File: src/rtl/blastit_uart_pkg.sv
// Shared constants, FSM state types and derived-timing helpers for the OBD2 UART link.
package blastit_uart_pkg;

  localparam int unsigned OVS = 16;

  typedef enum logic [2:0] {RX_IDLE, RX_START, RX_DATA, RX_STOP, RX_BREAK} rx_state_t;
  typedef enum logic [1:0] {TX_IDLE, TX_START, TX_DATA, TX_STOP} tx_state_t;

  // Rounded divider for the 16x oversampling tick
  function automatic int unsigned calc_div(input int unsigned clk_hz, input int unsigned baud);
    return (clk_hz + baud * 8) / (baud * 16);
  endfunction

  function automatic int unsigned calc_timeout(input int unsigned clk_hz, input int unsigned ms);
    return clk_hz / 1000 * ms;
  endfunction

endpackage

File: src/rtl/obd_uart_fifo.sv
// Synchronous first-word-fall-through FIFO; a push into a full FIFO succeeds only alongside a pop.
module obd_uart_fifo #(
  parameter int unsigned WIDTH = 8,
  parameter int unsigned DEPTH = 16
) (
  input  logic                     clk,
  input  logic                     rst_n,
  input  logic                     push,
  input  logic [WIDTH-1:0]         din,
  input  logic                     pop,
  output logic [WIDTH-1:0]         dout,
  output logic                     empty,
  output logic [$clog2(DEPTH):0]   level
);

  localparam int unsigned AW = $clog2(DEPTH);
  localparam int unsigned LW = AW + 1;

  logic [WIDTH-1:0] mem [DEPTH];
  logic [AW-1:0]    wr_ptr, rd_ptr;
  logic             full, wr_en, rd_en;

  assign empty = (level == '0);
  assign full  = (level == LW'(DEPTH));
  assign rd_en = pop && !empty;
  assign wr_en = push && (!full || rd_en);
  assign dout  = mem[rd_ptr];

  always_ff @(posedge clk or negedge rst_n) begin
    if (!rst_n) begin
      wr_ptr <= '0;
      rd_ptr <= '0;
      level  <= '0;
    end else begin
      if (wr_en) wr_ptr <= wr_ptr + AW'(1);
      if (rd_en) rd_ptr <= rd_ptr + AW'(1);
      case ({wr_en, rd_en})
        2'b10:   level <= level + LW'(1);
        2'b01:   level <= level - LW'(1);
        default: level <= level;
      endcase
    end
  end

  always_ff @(posedge clk) begin
    if (wr_en) mem[wr_ptr] <= din;
  end

endmodule

File: src/rtl/obd_uart_link.sv
// Buffered 8N1 UART link to the ELM327-style adapter with prompt detection and response watchdog.
module obd_uart_link
  import blastit_uart_pkg::*;
#(
  parameter int unsigned CLK_HZ      = 50_000_000,
  parameter int unsigned BAUD        = 38400,
  parameter int unsigned DATA_BITS   = 8,
  parameter int unsigned FIFO_DEPTH  = 16,
  parameter logic [7:0]  PROMPT_CHAR = 8'h3E,
  parameter int unsigned TIMEOUT_MS  = 500
) (
  input  logic                          clock_50_clk,
  input  logic                          reset_reset_n,
  input  logic                          uart_rx,
  output logic                          uart_tx,
  input  logic [DATA_BITS-1:0]          tx_data,
  input  logic                          tx_valid,
  output logic                          tx_ready,
  output logic [DATA_BITS-1:0]          rx_data,
  output logic                          rx_valid,
  input  logic                          rx_ready,
  output logic [$clog2(FIFO_DEPTH):0]   rx_level,
  output logic                          prompt_seen,
  output logic                          rx_frame_err,
  output logic                          rx_overflow,
  output logic                          resp_timeout,
  input  logic                          clear_err
);

  localparam int unsigned DIV         = calc_div(CLK_HZ, BAUD);
  localparam int unsigned TIMEOUT_CYC = calc_timeout(CLK_HZ, TIMEOUT_MS);
  localparam int unsigned DW          = $clog2(DIV + 1);
  localparam int unsigned TW          = $clog2(TIMEOUT_CYC + 1);
  localparam int unsigned LW          = $clog2(FIFO_DEPTH) + 1;
  localparam int unsigned BW          = $clog2(DATA_BITS + 1);

  logic [DW-1:0] tick_cnt;
  logic          tick;

  logic [1:0]           rx_sync;
  logic                 rx_in;
  rx_state_t            rx_state, rx_state_n;
  logic [3:0]           rx_cnt, rx_cnt_n;
  logic [BW-1:0]        rx_bit, rx_bit_n;
  logic [DATA_BITS-1:0] rx_shift, rx_shift_n;
  logic                 rx_push, ferr_set, ovf_set, rx_empty, rx_full;

  tx_state_t            tx_state, tx_state_n;
  logic [3:0]           tx_cnt, tx_cnt_n;
  logic [BW-1:0]        tx_bit, tx_bit_n;
  logic [DATA_BITS-1:0] tx_shift, tx_shift_n, tx_head;
  logic [LW-1:0]        tx_level;
  logic                 tx_pop, tx_push, tx_empty, wd_arm;

  logic [TW-1:0] wd_cnt;
  logic          wd_armed, wd_fire;

  assign tick = (tick_cnt == DW'(DIV - 1));
  assign rx_in = rx_sync[1];

  always_ff @(posedge clock_50_clk or negedge reset_reset_n) begin
    if (!reset_reset_n) begin
      tick_cnt <= '0;
      rx_sync  <= '1;
      rx_state <= RX_IDLE;
      rx_cnt   <= '0;
      rx_bit   <= '0;
      rx_shift <= '0;
      tx_state <= TX_IDLE;
      tx_cnt   <= '0;
      tx_bit   <= '0;
      tx_shift <= '0;
    end else begin
      tick_cnt <= tick ? '0 : tick_cnt + DW'(1);
      rx_sync  <= {rx_sync[0], uart_rx};
      rx_state <= rx_state_n;
      rx_cnt   <= rx_cnt_n;
      rx_bit   <= rx_bit_n;
      rx_shift <= rx_shift_n;
      tx_state <= tx_state_n;
      tx_cnt   <= tx_cnt_n;
      tx_bit   <= tx_bit_n;
      tx_shift <= tx_shift_n;
    end
  end

  always_comb begin
    rx_state_n = rx_state;
    rx_cnt_n   = rx_cnt;
    rx_bit_n   = rx_bit;
    rx_shift_n = rx_shift;
    rx_push    = 1'b0;
    ferr_set   = 1'b0;
    case (rx_state)
      RX_IDLE: if (!rx_in) begin
        rx_state_n = RX_START;
        rx_cnt_n   = '0;
      end
      RX_START: if (tick) begin
        if (rx_cnt == 4'(OVS / 2 - 1)) begin
          rx_cnt_n   = '0;
          rx_bit_n   = '0;
          rx_state_n = rx_in ? RX_IDLE : RX_DATA;
        end else rx_cnt_n = rx_cnt + 4'd1;
      end
      RX_DATA: if (tick) begin
        if (rx_cnt == 4'(OVS - 1)) begin
          rx_cnt_n   = '0;
          rx_shift_n = {rx_in, rx_shift[DATA_BITS-1:1]};
          if (rx_bit == BW'(DATA_BITS - 1)) rx_state_n = RX_STOP;
          else rx_bit_n = rx_bit + BW'(1);
        end else rx_cnt_n = rx_cnt + 4'd1;
      end
      RX_STOP: if (tick) begin
        if (rx_cnt == 4'(OVS - 1)) begin
          rx_cnt_n   = '0;
          rx_push    = rx_in;
          ferr_set   = !rx_in;
          rx_state_n = rx_in ? RX_IDLE : RX_BREAK;
        end else rx_cnt_n = rx_cnt + 4'd1;
      end
      RX_BREAK: if (rx_in) rx_state_n = RX_IDLE;
      default: rx_state_n = RX_IDLE;
    endcase
  end

  // STOP reloads directly from the FIFO so consecutive frames carry no idle bit.
  always_comb begin
    tx_state_n = tx_state;
    tx_cnt_n   = tx_cnt;
    tx_bit_n   = tx_bit;
    tx_shift_n = tx_shift;
    tx_pop     = 1'b0;
    wd_arm     = 1'b0;
    uart_tx    = 1'b1;
    case (tx_state)
      TX_IDLE: if (!tx_empty) begin
        tx_pop     = 1'b1;
        tx_shift_n = tx_head;
        tx_cnt_n   = '0;
        tx_state_n = TX_START;
      end
      TX_START: begin
        uart_tx = 1'b0;
        if (tick) begin
          if (tx_cnt == 4'(OVS - 1)) begin
            tx_cnt_n   = '0;
            tx_bit_n   = '0;
            tx_state_n = TX_DATA;
          end else tx_cnt_n = tx_cnt + 4'd1;
        end
      end
      TX_DATA: begin
        uart_tx = tx_shift[0];
        if (tick) begin
          if (tx_cnt == 4'(OVS - 1)) begin
            tx_cnt_n   = '0;
            tx_shift_n = tx_shift >> 1;
            if (tx_bit == BW'(DATA_BITS - 1)) tx_state_n = TX_STOP;
            else tx_bit_n = tx_bit + BW'(1);
          end else tx_cnt_n = tx_cnt + 4'd1;
        end
      end
      TX_STOP: if (tick) begin
        if (tx_cnt == 4'(OVS - 1)) begin
          tx_cnt_n = '0;
          if (!tx_empty) begin
            tx_pop     = 1'b1;
            tx_shift_n = tx_head;
            tx_state_n = TX_START;
          end else begin
            wd_arm     = 1'b1;
            tx_state_n = TX_IDLE;
          end
        end else tx_cnt_n = tx_cnt + 4'd1;
      end
      default: tx_state_n = TX_IDLE;
    endcase
  end

  assign rx_full     = (rx_level == LW'(FIFO_DEPTH));
  assign rx_valid    = !rx_empty;
  assign prompt_seen = rx_push && (rx_shift == DATA_BITS'(PROMPT_CHAR));
  assign ovf_set     = rx_push && rx_full && !rx_ready;
  assign tx_ready    = (tx_level != LW'(FIFO_DEPTH));
  assign tx_push     = tx_valid && tx_ready;
  assign wd_fire     = wd_armed && (wd_cnt == TW'(TIMEOUT_CYC - 1)) &&
                       !prompt_seen && !tx_push && !wd_arm;

  always_ff @(posedge clock_50_clk or negedge reset_reset_n) begin
    if (!reset_reset_n) begin
      wd_armed     <= 1'b0;
      wd_cnt       <= '0;
      rx_frame_err <= 1'b0;
      rx_overflow  <= 1'b0;
      resp_timeout <= 1'b0;
    end else begin
      if (prompt_seen || tx_push) begin
        wd_armed <= 1'b0;
        wd_cnt   <= '0;
      end else if (wd_arm) begin
        wd_armed <= 1'b1;
        wd_cnt   <= '0;
      end else if (wd_fire) wd_armed <= 1'b0;
      else if (wd_armed) wd_cnt <= wd_cnt + TW'(1);

      if (ferr_set) rx_frame_err <= 1'b1;
      else if (clear_err) rx_frame_err <= 1'b0;
      if (ovf_set) rx_overflow <= 1'b1;
      else if (clear_err) rx_overflow <= 1'b0;
      if (wd_fire) resp_timeout <= 1'b1;
      else if (clear_err || prompt_seen) resp_timeout <= 1'b0;
    end
  end

  obd_uart_fifo #(.WIDTH(DATA_BITS), .DEPTH(FIFO_DEPTH)) u_rx_fifo (
    .clk   (clock_50_clk),
    .rst_n (reset_reset_n),
    .push  (rx_push),
    .din   (rx_shift),
    .pop   (rx_ready),
    .dout  (rx_data),
    .empty (rx_empty),
    .level (rx_level)
  );

  obd_uart_fifo #(.WIDTH(DATA_BITS), .DEPTH(FIFO_DEPTH)) u_tx_fifo (
    .clk   (clock_50_clk),
    .rst_n (reset_reset_n),
    .push  (tx_push),
    .din   (tx_data),
    .pop   (tx_pop),
    .dout  (tx_head),
    .empty (tx_empty),
    .level (tx_level)
  );

endmodule

File: config.mk
export PLATFORM = sky130hd
export DESIGN_NAME = obd_uart_link
export DESIGN_NICKNAME = d
export VERILOG_FILES = /design/src/rtl/blastit_uart_pkg.sv /design/src/rtl/obd_uart_fifo.sv /design/src/rtl/obd_uart_link.sv
export SDC_FILE = /design/constraint.sdc
export NUM_CORES = 1
export LEC_CHECK = 0
export ABC_CLOCK_PERIOD_IN_PS = 5450
export BUFFER_PORTS_ARGS = -buffer_cell sky130_fd_sc_hd__clkbuf_2
export CAP_MARGIN = 25
export CORE_MARGIN = 3
export CORE_UTILIZATION = 49
export CTS_BUF_LIST = sky130_fd_sc_hd__clkbuf_8
export DETAILED_ROUTE_END_ITERATION = 12
export PLACE_DENSITY = 0.76
export SETUP_SLACK_MARGIN = 0.4
export SLEW_MARGIN = 15
export SYNTH_ARGS = -nofsm -noshare
export SYNTH_HDL_FRONTEND = slang
export SYNTH_HIERARCHICAL = 1
export SYNTH_SLANG_ARGS = --single-unit
File: constraint.sdc
create_clock -name clock_50_clk -period 5.45 [get_ports clock_50_clk]
set_clock_uncertainty 0.2 [all_clocks]
set_input_delay 0 -clock clock_50_clk [delete_from_list [all_inputs] [get_ports clock_50_clk]]
set_output_delay 0 -clock clock_50_clk [all_outputs]
set_load 0.01 [all_outputs]
Word-level counts from Yosys, hierarchy flattened. Memories as Yosys holds them, arrays and structs flattened. Index checks and enable logic that the tools add are counted.

$add $sub $neg: 14. Multiplexer cells: 84. Eq/ne operators: 44. Reductions and logical operators: 51.

Operators with widths (count): $mux W25 (4); $mux W4 (18); $mux W8 (5); $ne A2 B2 Y1 const B (19); $add A4 B1 Y4 const B (8); $mux W3 (10); $mux W1 (26); $add A25 B1 Y25 const B (1); $eq A25 B25 Y1 const B (1); $pmux W4 S2 (3); $pmux W8 S3 (1); $pmux W5 S2 (2); $mux W2 (9); $pmux W3 S5 (1); $reduce_bool A2 Y1 (7); $eq A4 B3 Y1 const B (3); $logic_and A1 B1 Y1 (12); $pmux W4 S3 (1); $reduce_and A6 Y1 (2); $reduce_bool A3 Y1 (4); $add A5 B1 Y5 const B (2); $eq A5 B5 Y1 const B (2); $logic_not A5 Y1 (2); $sub A5 B1 Y5 const B (2); other kinds (27) (48).

Word-level logic and storage cells: 216. Register bits: 101. Memories: 2. Bits in writable memories: 256.

Memory list: u_rx_fifo.mem (depth 16, width 8, rd ports 1, clocked after Yosys merged registers in 0, write ports 1, RTL line obd_uart_fifo.sv:19) `logic [WIDTH-1:0] mem [DEPTH];`; u_tx_fifo.mem (depth 16, width 8, rd ports 1, clocked after Yosys merged registers in 0, write ports 1, RTL line obd_uart_fifo.sv:19).

Depth between registers and ports, before layout. Gate-level depths: netlist of the first run.

Word-level depth: 12. Gate-level depth with buffers: 16.

By module. Netlist of the first run, hierarchy kept.

By module, submodules not included: obd_uart_fifo (instances 2, cells each 294, area each 5818.1 µm², sequential area each 4169.0 µm²); obd_uart_link (instances 1, cells each 412, area each 4068.9 µm², sequential area each 1879.3 µm²).

Worst setup path before layout of the first run. Ideal clock, no wire load.

Path kind: reg2reg. Start point: reg tick_cnt[0]. End point: reg u_tx_fifo.level[4]. Arrival: 3175 ps. Clock period less this slack: 3462 ps. Slack: 1988 ps. Path buffers: 1. Cell stages (with the launch flop): 16. Data required time: 5163 ps. Cell sequence: dfrtp_1 inv_1 ha_1 nand4b_2 nor4b_2 a21oi_1 nor3_1 buf_6 o21ai_4 nor2_4 ha_1 nor2b_1 o21a_1 or2_2 o31a_1 o211ai_1.

Longest elaborated chain between the ends: 8. Elaborated cells between the ends (all ways): 10. Those cells by class: eq/ne: 3; mux: 3; reduce/logical: 4.

RTL lines: from (decl) (RTL line obd_uart_link.sv:37) `logic [DW-1:0] tick_cnt;`; from (signal assigned) (RTL line obd_uart_link.sv:74) `tick_cnt <= tick ? '0 : tick_cnt + DW'(1);`; $eq A7 B7 Y1 * (RTL line obd_uart_link.sv:58) `assign tick = (tick_cnt == DW'(DIV - 1));`; $mux W1 * (RTL line obd_uart_link.sv:164) `TX_STOP: if (tick) begin`; $pmux W1 S2 * (RTL line obd_uart_link.sv:136) `case (tx_state)`; via tx_pop (RTL line obd_uart_link.sv:53) `logic tx_pop, tx_push, tx_empty, wd_arm;`; $logic_and A1 B1 Y1 * (RTL line obd_uart_fifo.sv:25) `assign rd_en = pop && !empty;`; $logic_or A1 B1 Y1 (RTL line obd_uart_fifo.sv:26) `assign wr_en = push && (!full || rd_en);`; $logic_and A1 B1 Y1 (RTL line obd_uart_fifo.sv:26); $eq A2 B1 Y1 / $eq A2 B2 Y1 (equally long branches) (RTL line obd_uart_fifo.sv:37) `case ({wr_en, rd_en})`; $pmux W5 S2 / $reduce_bool A2 Y1 (equally long branches); to (signal assigned) (RTL line obd_uart_fifo.sv:38) `2'b10: level <= level + LW'(1);`; to (signal assigned) (RTL line obd_uart_fifo.sv:39) `2'b01: level <= level - LW'(1);`; to (signal assigned) (RTL line obd_uart_fifo.sv:40) `default: level <= level;`; to (decl) (RTL line obd_uart_fifo.sv:13) `output logic [$clog2(DEPTH):0] level`.

Mark *: on every way through the listed nets, which the timed path passes. The rest lies on a longest branch. A chain may end at the register's enable or synchronous reset.

Final worst setup path of the first run.
Start point: reg tick_cnt[1]. End point: reg u_tx_fifo.level[4].

Same word-level chain as after synthesis.

==> summary.md, run 1 <==
| Metric | Value |
|---|---|
| Post-Route WL | `29700 um` |
| Fin cells | `1531` |
| Post-Syn Nets | `1044` |
| DRC | `0` |
| Antenna violations before repair | `0` |
| Worst Path Required | `5.76 ns` |
| Site Rows | `64` |
| Cells along the critical path | `inv_1 -> ha_1 -> nand4b_2 -> nor4b_2 -> a21oi_1 -> nor3_1 -> buf_4 -> o21ai_4 -> nor2_4 -> ha_1 -> nor2b_1 -> o21a_1 -> or2_2 -> o31a_1 -> o211ai_1` |
| Sequential share of the synthesized area | `65.1%` |
| Post-DR vias/cell | `5.77` |
| RSZ-0062 raised after global routing | `no` |
| Crit end category | `flip-flop` |
| Post-synthesis cell count | `1000` |
| Pre-antenna DRT Iters | `5` |
| Clk buf depth | `3` |
| Crit path time final | `3.84 ns` |
| Routed length per placed instance | `19.4 um` |
| Largest net degree at the start of global routing | `78` |
| CTS tree | `built` |
| CTS root buf | `clkbuf_8` |
| Via count | `8827` |
| Leading area contributor after synthesis | `edfxtp_1` |
| Total power | `0.00764 W` |
| H-tree levels | `2` |
| Crit path max-delay family | `simple AND/OR/NAND/NOR gates` |
| GP Congestion | `0.792` |
| Initial DRC Count | `726` |
| Layout Nets | `1130` |
| Antenna Cells | `0` |
| Share of post-route cells with drive strength above 1 | `22.6%` |
| FF+latch count, synth | `357` |
| Synth top area share | `48.9%` |
| Post-Synthesis Cell Area | `0.0157 mm2` |
| FMAX | `261 MHz` |
| DP HPWL | `19300 um` |
| Cells after DPL | `1404` |
| Post-synth EDFFs | `256` |
| Post-CTS setup buffers | `0` |
| Die area | `0.0342 mm2` |
| Crit Path Class | `reg2reg` |
| Max-slew violation count | `0` |
| Max Cap Viol | `0` |
| Slew headroom | `30.7%` |
| Vias in the first global route | `8896` |
| Area of the multi-input gates | `0.00512 mm2` |
| Worst Max-Slew Pin Slew | `1.04 ns` |
| DIE HEIGHT | `185 um` |
| Core Region | `0.0311 mm2` |
| Synthesis-to-finish area growth | `11.8%` |
| Top-level I/O count | `34` |
| Static Leakage | `6.57 nW` |
| Clock-pin slew on the worst setup and hold paths | `0.06 ns` |
| Clock buffer count from CTS | `57` |
| Largest cells by area after synthesis | `edfxtp_1 (49%), dfrtp_1 (16%), mux4_2 (11%)` |
| Yosys warns | `6` |
| Main flop type after synthesis | `edfxtp_1` |
| CP max stage delay | `0.64 ns` |
| Tot GR Track Use | `17.8%` |
| Antenna viol nets, final | `0` |
| Final Hold Viols | `0` |
| # fillers | `2344` |
| Sequential Area | `0.0102 mm2` |
| DP Area | `0.0163 mm2` |
| First-pass GRT wire length | `48100 um` |
| Grt ovf | `0` |
| Initial core utilization | `50.5%` |
| Slowest CP cell | `nor4b_2` |
| Port Buffers | `33` |
| Worst Path Arrival | `4.14 ns` |
| Power per cell area | `435 mW/mm2` |
| Buf/Inv on CP | `2` |
| Skew-Pair Late Insertion Delay | `0.60 ns` |
| Final instance area | `0.0176 mm2` |
| Netlist cell types | `80` |
| Ys async rst share | `28.3%` |
| Clock sink total | `357` |
| Syn Area/Cell | `15.7 um2` |
| Max IR drop VDD | `0.365 mV` |
| Critical Path Most Common Cell | `ha_1` |
| Final period util | `70.4%` |
| # setup viols final | `0` |
| Status | `finished, final reports clean` |
| Worst setup SP type | `flip-flop` |
| Die W | `185 um` |
| Crit-path max FO | `9` |
| Hold crit path type | `in2reg` |
| Final TNS setup | `0 ns` |
==> final timing paths <==
check	cells after the start	slack, ns	start	end
min reg2reg	0	0.16	rx_sync[0]	rx_sync[1]
max in group asynchronous	5	4.10	reset_reset_n	u_rx_fifo/rd_ptr[0]
min in group asynchronous	4	0.29	reset_reset_n	rx_bit[1]
max reg2reg	15	1.61	tick_cnt[1]	u_tx_fifo/level[4]
min	3	0.09	clear_err	rx_frame_err
max	15	1.61	tick_cnt[1]	u_tx_fifo/level[4]
==> report_power, final <==
| group | switching, W | internal, W |
|---|---|---|
| clock network | 0.00104 | 0.00109 |
| logic | 0.00105 | 0.00105 |
| registers | 0.000263 | 0.00314 |
==> tightest hold or removal path: stages <==
cell and delay (ns):
dlygate4sd3_1 0.52, clkbuf_2 0.21, o22ai_1 0.11
==> area by class of cell <==
type / instances / share of cell area (%)
clock buffer: 61 / 4.78
clock inverter: 47 / 1.40
inverter: 30 / 0.642
multi-input combinational: 570 / 29.2
sequential: 357 / 58.2
tap: 396 / 2.82
timing repair buffer: 70 / 2.94
==> through the flow <==
step	hold slack, ns	utilization [%]	worst slack [ns]
2_1_floorplan	-0.496	-	1.99
3_3_place_gp	-0.251	52.3	1.75
3_5_place_dp	-0.258	52.3	1.66
4_1_cts	0.0332	56.4	1.61
5_1_grt	0.0718	56.5	1.21
6_report	0.0885	56.5	1.61
==> timing repair <==
action / CTS / global route
hold buffers: 16 / 0
gates resized for setup: 0 / 0
hold endpoints to repair: 254 / 0
==> per-layer routing <==
metal	track usage, %	routed length, um	vias up
met1	25.9	13100	4454
met4	4.32	495	0
met5	0	0	-
met3	3.67	2070	41
li1	-	-	4041
met2	27.9	14000	291
==> cell usage in the layout, fill, tap and decap left out, drive strengths merged, types with 4 or more instances in the layout <==
cell         netlist  final
edfxtp           256    256
dfrtp             99     99
clkbuf            17     93
mux4              80     80
nor2              68     68
nand2             59     59
inv               30     47
o21ai             40     40
xnor2             31     31
nand3             29     29
clkinv             0     29
ha                28     28
buf               26     23
a21oi             20     20
nor3              20     20
xor2              15     15
dlygate4sd3        0     15
mux2              14     14
and3              14     14
nor2b             13     13
nor4              13     13
mux2i             11     11
nand4              9      9
nand2b             9      9
o211ai             6      6
and2               6      6
or4                6      6
a21o               6      6
o21bai             4      4
or2                4      4
a211o              4      4
or3b               4      4
and4               4      4
==> flip-flops by register name, indices dropped and copies added (netlist names), 5 cells and up <==
| signal | count |
|---|---|
| u_rx_fifo/mem | 128 |
| u_tx_fifo/mem | 128 |
| tx_shift | 8 |
| wd_cnt | 25 |
| rx_shift | 8 |
| u_tx_fifo/level | 5 |
| tick_cnt | 7 |
| u_rx_fifo/level | 5 |
==> cell usage after synthesis, drive strengths merged (3+ instances only) <==
cell type / instances
a211o: 4
a21o: 6
a21oi: 20
a22o: 3
a31oi: 3
and2: 6
and3: 14
and4: 4
buf: 26
clkbuf: 17
dfrtp: 99
edfxtp: 256
ha: 28
inv: 30
mux2: 14
mux2i: 11
mux4: 80
nand2: 59
nand2b: 9
nand3: 29
nand3b: 3
nand4: 9
nor2: 68
nor2b: 13
nor3: 20
nor3b: 3
nor4: 13
nor4b: 3
o211ai: 6
o21a: 3
o21ai: 40
o21bai: 4
o221ai: 3
o22ai: 3
o31a: 3
or2: 4
or3: 3
or3b: 4
or4: 6
or4b: 3
xnor2: 31
xor2: 15
==> cells by family (layout without fill, tap and decap cells) <==
group | Yosys count | in the layout | share of synthesized area (%)
fa+ha+maj | 30 | 30 | 2.49
buf+inv | 73 | 208 | 2.34
flops | 357 | 357 | 65.1
compound gates | 108 | 108 | 4.61
mux | 105 | 105 | 13.2
xor+xnor | 46 | 46 | 2.57
simple gates | 281 | 281 | 9.76
Note: power is estimated with default switching activity, not from simulation.
==> run 2: changes to the inputs <==
--- a/config.mk
+++ b/config.mk
@@ -5,7 +5,7 @@
 export SDC_FILE = /design/constraint.sdc
 export NUM_CORES = 1
 export LEC_CHECK = 0
-export ABC_CLOCK_PERIOD_IN_PS = 5450
+export ABC_CLOCK_PERIOD_IN_PS = 3700
 export BUFFER_PORTS_ARGS = -buffer_cell sky130_fd_sc_hd__clkbuf_2
 export CAP_MARGIN = 25
 export CORE_MARGIN = 3
==> constraint.sdc (replaced) <==
create_clock -name clock_50_clk -period 3.7 [get_ports clock_50_clk]
set_clock_uncertainty 0.2 [all_clocks]
set_input_delay 0 -clock clock_50_clk [delete_from_list [all_inputs] [get_ports clock_50_clk]]
set_output_delay 0 -clock clock_50_clk [all_outputs]
set_load 0.01 [all_outputs]
==> run 2 against run 1 <==
  * Design area increased by 1.9%
  * Hold slack improved by 0.036 ns
  * Via count increased by 1.1%
==> summary.md, run 2 (synthesized netlist as in run 1, its figures left out) <==
| Metric | Value |
|---|---|
| Worst setup SP type | `flip-flop` |
| Post-DR vias/cell | `5.73 (-0.66%)` |
| Place WS | `0.206 ns (-1.46 ns)` |
| Max Cap Viol | `0 (unchanged)` |
| Clock buffer count from CTS | `56 (-1.8%)` |
| Final instance area | `0.0179 mm2 (+1.9%)` |
| CTS tree | `built` |
| Vias in the first global route | `8971 (+0.84%)` |
| Clock sink total | `357 (unchanged)` |
| Core Region | `0.0311 mm2 (unchanged)` |
| Power per cell area | `640 mW/mm2 (+47%)` |
| Biggest registers after layout | `u_rx_fifo/mem (128), u_tx_fifo/mem (128), wd_cnt (25)` |
| Worst Max-Slew Pin Slew | `0.788 ns (-0.247 ns)` |
| Clock-pin slew on the worst setup and hold paths | `0.06 ns (about the same)` |
| Final period util | `85.5% (+15 points)` |
| Slowest CP cell | `or4_4` |
| FMAX | `316 MHz (+21%)` |
| Worst Path Required | `4.01 ns (-1.75 ns)` |
| Antenna viol nets, final | `0 (unchanged)` |
| Area of the multi-input gates | `0.00522 mm2 (+1.8%)` |
| Cells along the critical path | `inv_2 -> ha_4 -> nand4b_4 -> or4_4 -> nor2_4 -> nor2_4 -> ha_1 -> nor2b_1 -> o21a_1 -> or2_2 -> o31a_1 -> o211ai_1` |
| Port Buffers | `33 (unchanged)` |
| Crit path time final | `3.16 ns (-0.672 ns)` |
| # fillers | `2369 (+1.1%)` |
| Hold crit path type | `in2reg` |
| RSZ-0062 raised after global routing | `no` |
| Max IR drop VDD | `0.303 mV (-17%)` |
| Routed length per placed instance | `19.4 um (+0.22%)` |
| Initial core utilization | `50.5% (unchanged)` |
| Crit Path Class | `reg2reg` |
| DP Area | `0.0165 mm2 (+1.5%)` |
| DIE HEIGHT | `185 um (unchanged)` |
| Via count | `8923 (+1.1%)` |
| Die W | `185 um (unchanged)` |
| Share of post-route cells with drive strength above 1 | `26.0% (+3.3 points)` |
| Top-level I/O count | `34 (unchanged)` |
| Post-Route WL | `30300 um (+2.0%)` |
| Clk buf depth | `3 (unchanged)` |
| Max-slew violation count | `0 (unchanged)` |
| Critical Path Most Common Cell | `nor2_4` |
| Die area | `0.0342 mm2 (unchanged)` |
| GP Congestion | `0.796 (+0.56%)` |
| Pre-antenna DRT Iters | `5 (unchanged)` |
| Synthesis-to-finish area growth | `13.9%` |
| Largest net degree at the start of global routing | `72 (-7.7%)` |
| Antenna violations before repair | `0 (unchanged)` |
| DP HPWL | `19500 um (+1.3%)` |
| Grt ovf | `0 (unchanged)` |
| Layout Nets | `1161 (+2.7%)` |
| Most common cell after layout, fill and taps aside | `edfxtp_1` |
| Most frequent cells in the layout | `edfxtp_1 (256), dfrtp_1 (96), mux4_2 (80)` |
| Sequential Area | `0.0102 mm2 (about the same)` |
| Crit-path max FO | `6 (-3)` |
| Final Hold Viols | `0 (unchanged)` |
| Skew-Pair Late Insertion Delay | `0.59 ns (about the same)` |
| H-tree levels | `2 (unchanged)` |
| Worst Path Arrival | `3.47 ns (-0.67 ns)` |
| Site Rows | `64 (unchanged)` |
| Status | `finished, final reports clean` |
| Initial DRC Count | `697 (-4.0%)` |
| Antenna Cells | `0 (unchanged)` |
| Final WS setup | `0.536 ns (-1.08 ns)` |
| Final TNS setup | `0 ns (unchanged)` |
| # setup viols final | `0 (unchanged)` |
| Tot GR Track Use | `18.2% (+0.39 points)` |
| CTS root buf | `clkbuf_8` |
| Static Leakage | `6.76 nW (+2.9%)` |
| Slew headroom | `47.4% (+17 points)` |
| CP max stage delay | `0.55 ns (-0.09 ns)` |
| DRC | `0 (unchanged)` |
| Crit end category | `flip-flop` |
| First-pass GRT wire length | `49100 um (+2.0%)` |
| Final core utilization | `57.6% (+1.1 points)` |
==> run 2: changes by cell type in the layout (fill, tap and decap cells not counted), sizes merged <==
cell,previous run,this run
buf,23,53
bufinv,1,2
clkbuf,93,90
inv,47,48
clkinv,29,25
dlygate4sd3,15,17
==> run 2: layout make-up <==
cell class              instances  share of cell area (%)
clock buffers                  58                    4.46
clock inverters                45                    1.52
inverters                      30                   0.629
multi-input cells             570                    29.2
flip-flops and latches        357                    57.1
well taps                     396                    2.77
repair buffers                102                    4.32
==> run 2: what timing repair did <==
item                       CTS  global route
hold endpoints to repair   225             0
gates resized for setup      2            12
pin swaps                    1             5
setup endpoints to repair    9            52
hold buffers                18             0
setup buffers                1             8
==> run 2: power by group <==
group / total [W] / internal [W] / switching [W]
registers: 0.00509 / 0.00463 / 0.000464
clock network: 0.00313 / 0.00162 / 0.00151
logic: 0.00323 / 0.00168 / 0.00155
total: 0.0114 / 0.00792 / 0.00352
==> run 2: through the flow <==
stage / cells / hold slack, ns / total power (W)
after CTS: 1550 / 0.0988 / 0.0115
final: 1558 / 0.125 / 0.0114
after detailed placement: 1428 / -0.0626 / 0.00830
after global routing: 1558 / 0.135 / 0.0121
after global placement: 1428 / -0.0630 / 0.00821
after floorplan: 1000 / -0.496 / 0.00746
==> run 2: layer usage <==
layer  GRT usage (%)  part of all wire [%]  up-vias  routed length (um)
li1                -                     -     4099                   -
met1            26.6                    45     4554               13600
met2            29.1                    49      239               14800
met3            2.89                   5.0       31                1520
met4            4.32                   1.3        0                 392
met5               0                     0        -                   0
==> run 2: worst max-delay path, delay by kind of cell, from the launching register on <==
kind / cells / cell delay (ns)
buffers and inverters: 1 / 0.08
and+or+nand+nor: 6 / 1.36
DFF: 1 / 0.41
adders and majority gates: 2 / 0.46
AOI/OAI and AO/OA: 3 / 0.56
==> run 2: worst paths after layout <==
check | startpoint | to | slack, ns | cells after the start
setup / recovery | tick_cnt[0] | u_rx_fifo/level[4] | 0.54 | 12
min in group asynchronous | reset_reset_n | rx_sync[1] | 0.31 | 3
max in group asynchronous | reset_reset_n | u_rx_fifo/rd_ptr[0] | 2.57 | 4
setup reg to reg | tick_cnt[0] | u_rx_fifo/level[4] | 0.54 | 12
hold reg to reg | rx_sync[0] | rx_sync[1] | 0.13 | 0
hold / removal | clear_err | resp_timeout | 0.12 | 5
==> run 3: changes to the inputs <==
--- a/config.mk
+++ b/config.mk
@@ -8,6 +8,7 @@
 export ABC_CLOCK_PERIOD_IN_PS = 3700
 export BUFFER_PORTS_ARGS = -buffer_cell sky130_fd_sc_hd__clkbuf_2
 export CAP_MARGIN = 25
+export CORE_ASPECT_RATIO = 0.6
 export CORE_MARGIN = 3
 export CORE_UTILIZATION = 49
 export CTS_BUF_LIST = sky130_fd_sc_hd__clkbuf_8
==> run 3 against run 2 <==
  * Power shrank 2.4%
  * Register-to-register slack got worse by 0.05 ns
  * Utilization is 1.0 points lower
  * Clock-buffer cell count decreased by 6
  * First-iteration DRC count increased by 28%
  * Sequential power about the same
  * Design area down 0.94%
  * Clock power fell by 11%
  * Via count is 1.9% higher
  * Cell count grew 0.58%
  * Hold slack gained 0.027 ns
==> summary.md, run 3 (synthesized netlist as in run 1, its figures left out) <==
| Metric | Value |
|---|---|
| Pre-antenna DRT Iters | `5 (unchanged)` |
| Post-DR vias/cell | `5.80 (+1.3%)` |
| Hold crit path type | `in2reg` |
| Area of the multi-input gates | `0.00523 mm2 (+0.19%)` |
| Worst Path Arrival | `3.52 ns (+0.05 ns)` |
| Port Buffers | `33 (unchanged)` |
| # fillers | `2382 (+0.55%)` |
| Most frequent cells in the layout | `edfxtp_1 (256), dfrtp_1 (95), mux4_2 (80)` |
| Antenna Cells | `0 (unchanged)` |
| Die area | `0.0343 mm2 (+0.20%)` |
| Vias in the first global route | `8903 (-0.76%)` |
| Clock buffer count from CTS | `51 (-8.9%)` |
| Clk buf depth | `3 (unchanged)` |
| Tot GR Track Use | `19.2% (+1.1 points)` |
| Worst hold stages | `5 (unchanged)` |
| Final period util | `86.9% (+1.4 points)` |
| Clock-pin slew on the worst setup and hold paths | `0.06 ns (about the same)` |
| Worst setup SP type | `flip-flop` |
| Antenna violations before repair | `1 (+1)` |
| Core Region | `0.0313 mm2 (+0.88%)` |
| CTS root buf | `clkbuf_8` |
| Share of post-route cells with drive strength above 1 | `25.3% (-0.71 points)` |
| Crit-path max FO | `5 (-1)` |
| Max-slew violation count | `0 (unchanged)` |
| DRC | `0 (unchanged)` |
| Worst Path Required | `4.00 ns (about the same)` |
| Die W | `237 um (+28%)` |
| Site Rows | `50 (-22%)` |
| FMAX | `311 MHz (-1.7%)` |
| First-pass GRT wire length | `51100 um (+4.2%)` |
| Final Hold Viols | `0 (unchanged)` |
| H-tree levels | `2 (unchanged)` |
| Grt ovf | `0 (unchanged)` |
| Layout Nets | `1154 (-0.60%)` |
| Post-Route WL | `32500 um (+7.2%)` |
| Power per cell area | `631 mW/mm2 (-1.4%)` |
| Max IR drop VDD | `0.356 mV (+17%)` |
| # setup viols final | `0 (unchanged)` |
| Worst Max-Slew Pin Slew | `0.885 ns (+0.0967 ns)` |
| Reg2Reg Depth | `14 (+2)` |
| Largest net degree at the start of global routing | `50 (-31%)` |
| Via count | `9089 (+1.9%)` |
| Slew headroom | `40.6% (-6.8 points)` |
| Static Leakage | `6.65 nW (-1.7%)` |
| Max Cap Viol | `0 (unchanged)` |
| Status | `finished, final reports clean` |
| Sequential Area | `0.0102 mm2 (about the same)` |
| Skew-Pair Late Insertion Delay | `0.59 ns (about the same)` |
| Biggest registers after layout | `u_rx_fifo/mem (128), u_tx_fifo/mem (128), wd_cnt (25)` |
| Clock sink total | `357 (unchanged)` |
| Initial DRC Count | `895 (+28%)` |
| CTS tree | `built` |
| Crit Path Class | `reg2reg` |
| Initial core utilization | `50.1% (-0.44 points)` |
| Most common cell after layout, fill and taps aside | `edfxtp_1` |
| Antenna viol nets, final | `0 (unchanged)` |
| RSZ-0062 raised after global routing | `no` |
| Crit end category | `flip-flop` |
| GP Congestion | `0.846 (+6.3%)` |
| Routed length per placed instance | `20.7 um (+6.6%)` |
| Synthesis-to-finish area growth | `12.8%` |
| DIE HEIGHT | `145 um (-22%)` |
| Crit path time final | `3.22 ns (+0.0531 ns)` |
| DP HPWL | `21700 um (+11%)` |
| Final TNS setup | `0 ns (unchanged)` |
| Top-level I/O count | `34 (unchanged)` |
| Hold slack | `0.151 ns (+0.0265 ns)` |
==> run 3: cell type report <==
class	count	area share, %
flip-flops and latches	357	57.7
inverters	30	0.635
well taps	416	2.94
clock inverters	42	1.00
multi-input cells	570	29.5
clock buffers	52	4.04
repair buffers	100	4.21
==> run 3: report_power, final <==
part           internal [W]  switching, W
sequential          0.00463      0.000456
clock               0.00131       0.00146
combinational       0.00167       0.00165
total               0.00761       0.00357
==> run 3: final timing paths <==
check	from	end	slack, ns
max	tx_cnt[1]	u_tx_fifo/level[4]	0.48
min	clear_err	resp_timeout	0.15
max reg2reg	tx_cnt[1]	u_tx_fifo/level[4]	0.48
min reg2reg	rx_sync[0]	rx_sync[1]	0.16
max in group asynchronous	reset_reset_n	rx_sync[1]	2.55
min in group asynchronous	reset_reset_n	wd_cnt[24]	0.33
==> run 3: metal layers <==
layer	wire length, um	global-route usage (%)
met1	15700	30.7
met2	13700	27.1
met3	2540	4.02
met4	535	4.58
met5	7	0
==> run 3: metrics by stage <==
step / setup WS [ns] / cells / total power [W] / instance area, um2 / util, %
global route: 0.330 / 1567 / 0.0118 / 17700 / 56.5
CTS: 0.416 / 1563 / 0.0112 / 17600 / 56.2
finish: 0.483 / 1567 / 0.0112 / 17700 / 56.5
global placement: 0.342 / 1447 / 0.00824 / 16500 / 52.7
detailed placement: 0.278 / 1447 / 0.00837 / 16500 / 52.7
floorplan: 0.359 / 1000 / 0.00746 / 15700 / -
==> run 3: timing repair <==
item	CTS	global route
hold buffers	18	0
hold endpoints to repair	251	0
setup endpoints to repair	5	37
gates resized for setup	1	15
pin swaps	2	11
setup buffers	4	4
==> run 3: worst max-delay path, cell delays in order (launching register included) <==
cell      delay (ns)
dfrtp_2         0.41
ha_4            0.16
and3_2          0.23
nor4b_4         0.25
a21oi_2         0.10
nor3_2          0.18
buf_4           0.15
o21ai_4         0.07
nor2_4          0.21
ha_4            0.24
nor2b_1         0.13
o21a_1          0.18
or2_4           0.24
o31a_1          0.24
o211ai_1        0.15
